### config.mk
export PLATFORM = sky130hd
export DESIGN_NAME = demux18_reg
export DESIGN_NICKNAME = d
export VERILOG_FILES = /design/src/rtl/demux18_reg.sv
export SDC_FILE = /design/constraint.sdc
export NUM_CORES = 1
export LEC_CHECK = 0
export CORE_UTILIZATION = 35
export CTS_CLUSTER_SIZE = 12
export DETAILED_ROUTE_END_ITERATION = 12
export PLACE_DENSITY = 0.63
export SKIP_CTS_REPAIR_TIMING = 1
export SLEW_MARGIN = 20
export SYNTH_ARGS = -nofsm -noshare
export SYNTH_HDL_FRONTEND = slang
export SYNTH_SLANG_ARGS = --single-unit
### constraint.sdc
create_clock -name clk -period 3 [get_ports clk]
set_input_delay 0.45 -clock clk [delete_from_list [all_inputs] [get_ports clk]]
set_output_delay 0.45 -clock clk [all_outputs]
set_load 0.1 [all_outputs]
### src/rtl/demux18_reg.sv
// Registered 1-to-8 demultiplexer: routes one W-bit word into one of eight
// holding lanes (explicit select or round-robin pointer), each released by an ack.
module demux18_reg #(
  parameter int W = 8
) (
  input  logic           clk,
  input  logic           rst_n,
  input  logic [W-1:0]   in_data,
  input  logic           in_valid,
  output logic           in_ready,
  input  logic [2:0]     sel,
  input  logic           auto,
  output logic [2:0]     ptr,
  output logic [8*W-1:0] out_bus,
  output logic [7:0]     out_valid,
  input  logic [7:0]     out_ack,
  output logic           frame_done
);

  logic [2:0]     ptr_q, ptr_d;
  logic [8*W-1:0] bus_q, bus_d;
  logic [7:0]     valid_q, valid_d;
  logic           frame_q, frame_d;
  logic [2:0]     tgt;
  logic           wr;

  always_comb begin
    tgt      = auto ? ptr_q : sel;
    // A full lane can still accept when its consumer takes the old word now.
    in_ready = ~valid_q[tgt] | out_ack[tgt];
    wr       = in_valid & in_ready;

    valid_d  = valid_q & ~out_ack;
    bus_d    = bus_q;
    ptr_d    = ptr_q;
    frame_d  = 1'b0;
    if (wr) begin
      valid_d[tgt]              = 1'b1;
      bus_d[int'(tgt)*W +: W]   = in_data;
      if (auto) begin
        ptr_d   = ptr_q + 3'd1;
        frame_d = (ptr_q == 3'd7);
      end
    end
  end

  always_ff @(posedge clk) begin
    if (!rst_n) begin
      ptr_q   <= 3'd0;
      bus_q   <= '0;
      valid_q <= 8'h00;
      frame_q <= 1'b0;
    end else begin
      ptr_q   <= ptr_d;
      bus_q   <= bus_d;
      valid_q <= valid_d;
      frame_q <= frame_d;
    end
  end

  assign ptr        = ptr_q;
  assign out_bus    = bus_q;
  assign out_valid  = valid_q;
  assign frame_done = frame_q;

endmodule

==> flow_summary_export.csv, run 1 <==
group,metric,value,unit
synth,syn_nets,343,
placed_design,gp_congestion,0.8358,
min_path,min_path_type,"reg2reg",
grt,grt_pass1_vias,2546,
critical_path,path_class,"in2out",
synth,synth-simple-area-share,15.89,%
sta,setup_tns,0,ns
run_status,status,"complete, no violations",
final_layout,antennaDiodeCount,0,
floorplan,die-area,9495,um2
final_layout,design_area,4474,um2
clock_network,insertion_delay,0.35,ns
sta,slew_headroom,54.54,%
route,vias_per_cell,4.810,
sta,finalHoldViolCount,0,
final_layout,finalNetCount,461,
clock_network,path_clk_slew,0.08,ns
synth,synth_cell_types,34,
sta,fin_crit,2.881,ns
critical_path,timing.rr.start,"ptr[0]$_SDFFE_PN0P_",
synth,synthCells,316,
grt,antenna_found_initial,0,
floorplan,start_util,36.38,%
synth,synth_mux_area_share,24.25,%
placed_design,port_buffers,99,
floorplan,num_rows,34,
floorplan,die_h,97.44,um
critical_path,critPathMaxFanout,6,
critical_path,cp.arrival,2.43,ns
synth,ys_warn_count,0,
route,route.detailed.drc,0,
sta,worst_slew_pin_slew,0.6819,ns
critical_path,reg2reg_depth,8,
synth,synth_compound_gate_area_share,5.612,%
critical_path,required,2.55,ns
final_layout,drive_gt1_share,30.14,%
floorplan,boundaryPins,100,
route,num_vias,2626,
clock_network,cts.sinks,76,
sta,rsz0062_at_grt,"false",
final_layout,nFillCells,845,
synth,synth_adder_area_share,1.570,%
synth,synth_area_leaders,"dfxtp_1 48%, mux2i_1 24%, nand2_1 9.4%",
min_path,whs_path_depth,2,
clock_network,cts_buffer_depth,2,
sta,setup_viol,0,
synth,synth_area,3188,um2
placed_design,dpl.cell_count,529,
synth,synth_top_area_share,47.72,%
synth,ys_seq_elements,76,
route,antenna_left,0,
power,peakVddDrop,0.2284,mV
grt,track_usage,17.99,%
clock_network,cts_max_level,3,
synth,synth_largest_area_cell,"dfxtp_1",
final_layout,fin_cells,546,
critical_path,end_kind,"output port",
grt,grt_pass1_wl,13.40,mm
route,wl_per_cell,15.11,um
sta,fin_worst_skew,0.01030,ns
critical_path,critical_path.startpoint,"auto",
grt,grt.overflow.total,0,
floorplan,die_x,97.44,um
synth,avgSynthCellArea,10.09,um2
route,dr.first_iter.drc_count,88,
route,first_pass_iters,4,
power,powerDensity,496.3,nW/um2
synth,synth_top_family_by_area,"multiplexers",
final_layout,syn_to_final_growth,40.35,%
clock_network,cts_tree,"built",
placed_design,postPlaceCellArea,4270,um2
floorplan,fp.coreArea,8763,um2
clock_network,numCtsBuffers,9,
synth,synth-seq-area-share,47.72,%
placed_design,hpwl,5.961,mm
sta,finalCritPeriodShare,96.03,%
route,wl,8.250,mm
sta,drv_slew,0,
synth,synth_xor_area_share,0,%
run,drv_cap,0,
critical_path,r2r_end,"out_bus[63]$_SDFFE_PN0P_",
critical_path,rrSetupSlack,0.67,ns
sta,clock.fmax,0.3471,GHz
sta,holdWs,0.4605,ns
power,p_leak,2.034,nW
critical_path,worstSetupStartpointType,"input pin",
clock_network,cts-root-buf,"clkbuf_8",
critical_path,endpoint,"in_ready",
grt,grt_start_max_net_pins,38,
-- cells in the final DEF, fill, tap and decap left out, drive strengths merged --
cell / count
a211oi: 1
a21boi: 1
a21oi: 1
a32oi: 4
and2: 8
and3: 1
buf: 106
bufinv: 1
clkbuf: 9
clkdlybuf4s50: 21
clkinv: 3
clkinvlp: 1
dfxtp: 76
ha: 4
inv: 13
mux2i: 76
nand2: 80
nand2b: 3
nand3: 1
nand4b: 1
nor2: 3
nor2b: 1
nor3: 1
nor3b: 3
nor4: 3
o21ai: 1
o22a: 2
o22ai: 2
o32ai: 8
or3: 1
or4: 1
or4b: 1
-- registers in the layout, indices dropped and copies added, names as in the netlist --
signal and flops:
out_bus 64, frame_done 1, out_valid 8, ptr 3
-- critical path, cell delays in order --
cell and delay [ns]:
clkdlybuf4s50_1 0.54, mux2i_4 0.30, buf_4 0.19, mux2i_1 0.08, o22a_1 0.21, a211oi_2 0.24
buf_4 0.18, inv_1 0.07, buf_12 0.16
-- power breakdown --
| part | internal [mW] | switching, mW | total (mW) |
|---|---|---|---|
| Sequential | 1.03 | 0.0143 | 1.04 |
| Combinational | 0.132 | 0.270 | 0.402 |
| Clock | 0.381 | 0.395 | 0.776 |
| Total | 1.54 | 0.680 | 2.22 |
-- cell type report --
class	instances	area, um2	share of cell area, %
Tap cell	108	135.1	3.020
Clock buffer	9	123.9	2.768
Sequential cell	76	1525	34.09
Clock inverter	6	65.06	1.454
Timing Repair Buffer	127	1066	23.83
Multi-Input combinational cell	208	1514	33.84
Inverter	12	45.04	1.007
-- Yosys cell counts --
cell type   n
nand4b_1    1
and3_1      1
nor2_1      3
buf_2       6
a211oi_2    1
nor3b_1     3
mux2i_4     1
nand2_1    80
clkbuf_1   10
o22ai_1     1
a21boi_0    1
nor4_1      1
o32ai_1     8
and2_1      8
o22a_1      2
dfxtp_1    76
nor3_1      1
a32oi_1     3
ha_1        4
nand2b_1    3
inv_2       1
inv_1      11
nor4_4      2
o21ai_0     1
or4_1       1
a21oi_1     1
or3_1       1
nor2b_1     1
buf_6       4
a32oi_2     1
o22ai_2     1
nand3_1     1
mux2i_1    75
or4b_1      1
-- worst min-delay path by stage --
stage | from | endpoint
floorplan | out_ack[0] | out_valid[0]$_SDFF_PN0_
global placement | out_bus[14]$_SDFFE_PN0P_ | out_bus[14]$_SDFFE_PN0P_
detailed placement | out_bus[2]$_SDFFE_PN0P_ | out_bus[2]$_SDFFE_PN0P_
CTS | out_bus[48]$_SDFFE_PN0P_ | out_bus[48]$_SDFFE_PN0P_
global route | out_bus[54]$_SDFFE_PN0P_ | out_bus[54]$_SDFFE_PN0P_
finish | out_bus[30]$_SDFFE_PN0P_ | out_bus[30]$_SDFFE_PN0P_
-- cell families (layout without fill, tap and decap cells) --
family | Yosys count | in the layout
and+or+nand+nor | 108 | 108
muxes | 76 | 76
DFF | 76 | 76
buffers and inverters | 32 | 154
AOI/OAI and AO/OA | 20 | 20
adders and majority gates | 4 | 4
-- layer usage --
layer / track usage (%) / up-vias / part of all wire [%] / routed length (um)
li1: - / 1316 / - / -
met1: 23.45 / 1232 / 46 / 3808
met2: 28.78 / 70 / 48 / 3952
met3: 3.525 / 8 / 4.4 / 367
met4: 8.032 / 0 / 1.5 / 122
met5: 0 / - / 0 / 0
-- stage by stage --
step	setup slack, ns	power, mW	utilization, %
CTS	-0.03059	2.231	50.89
global placement	-0.07499	1.462	48.73
finish	0.1191	2.221	51.06
detailed placement	-0.1580	1.467	48.73
global route	0.01428	2.305	51.06
floorplan	0.1621	1.340	-
No activity file was read; power rests on OpenSTA's default activity.
==> run 2, diff against run 1 <==
Settings changed: CORE_UTILIZATION 35 to 42, PLACE_DENSITY 0.63 to 0.76.
Clock period 3 ns to 2.6 ns, I/O delays scaled along.
==> flow_summary_export.csv, run 2 (synthesis gave the netlist of run 1 again) <==
group,metric,value,unit
final_layout,drive_gt1_share,33.41,%
floorplan,die_h,89.13,um
final_layout,final_cell_mix,"104 x buf_4, 80 x nand2_1, 74 x mux2i_1",
run_status,status,"complete, no violations",
final_layout,syn_to_final_growth,44.82,%
min_path,min_path_type,"reg2reg",
route,vias_per_cell,4.978,
sta,fin_worst_skew,0.009910,ns
critical_path,r2r_end,"out_bus[17]$_SDFFE_PN0P_",
route,dr.first_iter.drc_count,107,
sta,finalCritPeriodShare,95.42,%
placed_design,dpl.cell_count,524,
critical_path,reg2reg_depth,10,
critical_path,timing.rr.start,"ptr[0]$_SDFFE_PN0P_",
power,p_leak,2.137,nW
power,powerDensity,595.4,nW/um2
final_layout,fin_cells,542,
final_layout,largest_register_ffs,64,
route,wl_per_cell,14.98,um
sta,rsz0062_at_grt,"false",
grt,grt_pass1_vias,2506,
critical_path,worstSetupStartpointType,"flop",
floorplan,die_x,89.13,um
clock_network,cts_tree,"built",
clock_network,cts-root-buf,"clkbuf_8",
placed_design,port_buffers,99,
critical_path,rrSetupSlack,0.12,ns
placed_design,hpwl,5.851,mm
critical_path,end_kind,"flop",
sta,finalHoldViolCount,0,
grt,grt.overflow.total,0,
critical_path,cp.arrival,2.69,ns
sta,holdWs,0.4588,ns
sta,worst_slew_pin_slew,0.5838,ns
clock_network,cts_buffer_depth,2,
critical_path,path_class,"reg2reg",
power,finalPower,2.749,mW
clock_network,insertion_delay,0.34,ns
route,num_vias,2698,
route,wl,8.121,mm
power,peakVddDrop,0.3198,mV
clock_network,cts_max_level,3,
final_layout,antennaDiodeCount,0,
min_path,min_from,"out_bus[55]$_SDFFE_PN0P_",
sta,slew_headroom,61.08,%
min_path,whs_path_depth,2,
final_layout,layout_commonest_cell,"buf_4",
grt,track_usage,20.99,%
floorplan,start_util,43.72,%
clock_network,numCtsBuffers,9,
floorplan,num_rows,31,
route,antenna_left,0,
final_layout,fin_util,63.32,%
grt,antenna_found_initial,0,
sta,setup_tns,0,ns
final_layout,finalNetCount,466,
sta,fin_crit,2.481,ns
route,route.detailed.drc,0,
sta,setup_viol,0,
sta,drv_slew,0,
grt,grt_pass1_wl,12.42,mm
floorplan,fp.coreArea,7292,um2
clock_network,cts.sinks,76,
floorplan,boundaryPins,100,
critical_path,required,2.80,ns
grt,grt_start_max_net_pins,34,
route,first_pass_iters,5,
sta,clock.fmax,0.4031,GHz
critical_path,critPathMaxFanout,8,
min_path,min_to,"out_bus[55]$_SDFFE_PN0P_",
run,drv_cap,0,
floorplan,die-area,7943,um2
placed_design,gp_congestion,0.8456,
clock_network,path_clk_slew,0.08,ns
-- run 2: layout make-up --
class                      instances  area, um2
clock inverter                     6      112.6
tap                               99      123.9
clock buffer                       9      123.9
sequential                        76       1536
multi-input combinational        208       1540
fill                             609       2675
inverter                          12      48.80
timing repair buffer             132       1131
-- run 2: routing by layer --
metal	track usage, %	share of wire, %
met2	34.84	49
met5	0	0
met1	27.15	46
met3	3.139	3.1
met4	9.235	1.5
-- run 2: stage by stage --
| step | area, um2 | setup slack, ns |
|---|---|---|
| final | 4617 | 0.1190 |
| after global routing | 4617 | 0.03778 |
| after CTS | 4533 | -0.4717 |
| after detailed placement | 4297 | -0.5543 |
| after global placement | 4297 | -0.4674 |
| after floorplan | 3222 | -0.06562 |
-- run 2: worst max path at each step --
stage / startpoint / slack (ns) / to
finish: ptr[0]$_SDFFE_PN0P_ / 0.12 / out_bus[17]$_SDFFE_PN0P_
global route: ptr[0]$_SDFFE_PN0P_ / 0.04 / out_bus[22]$_SDFFE_PN0P_
CTS: auto / -0.47 / in_ready
detailed placement: auto / -0.55 / out_bus[63]$_SDFFE_PN0P_
global placement: auto / -0.47 / out_bus[61]$_SDFFE_PN0P_
floorplan: auto / -0.07 / in_ready
-- run 2: worst max-delay path, stage by stage, from the launching register on --
cell and delay, ns:
dfxtp_4 0.36, mux2i_4 0.21, buf_12 0.16, mux2i_1 0.20
o22a_1 0.18, a211oi_2 0.08, buf_4 0.15, buf_4 0.16
or4_1 0.51, buf_4 0.20, mux2i_1 0.13
-- run 2: report_power, final --
| part | switching (mW) | total [mW] | internal [mW] | leakage, nW |
|---|---|---|---|---|
| clock | 0.430 | 1.07 | 0.636 | 0.120 |
| sequential | 0.0157 | 1.20 | 1.19 | 0.618 |
| combinational | 0.319 | 0.482 | 0.163 | 1.40 |
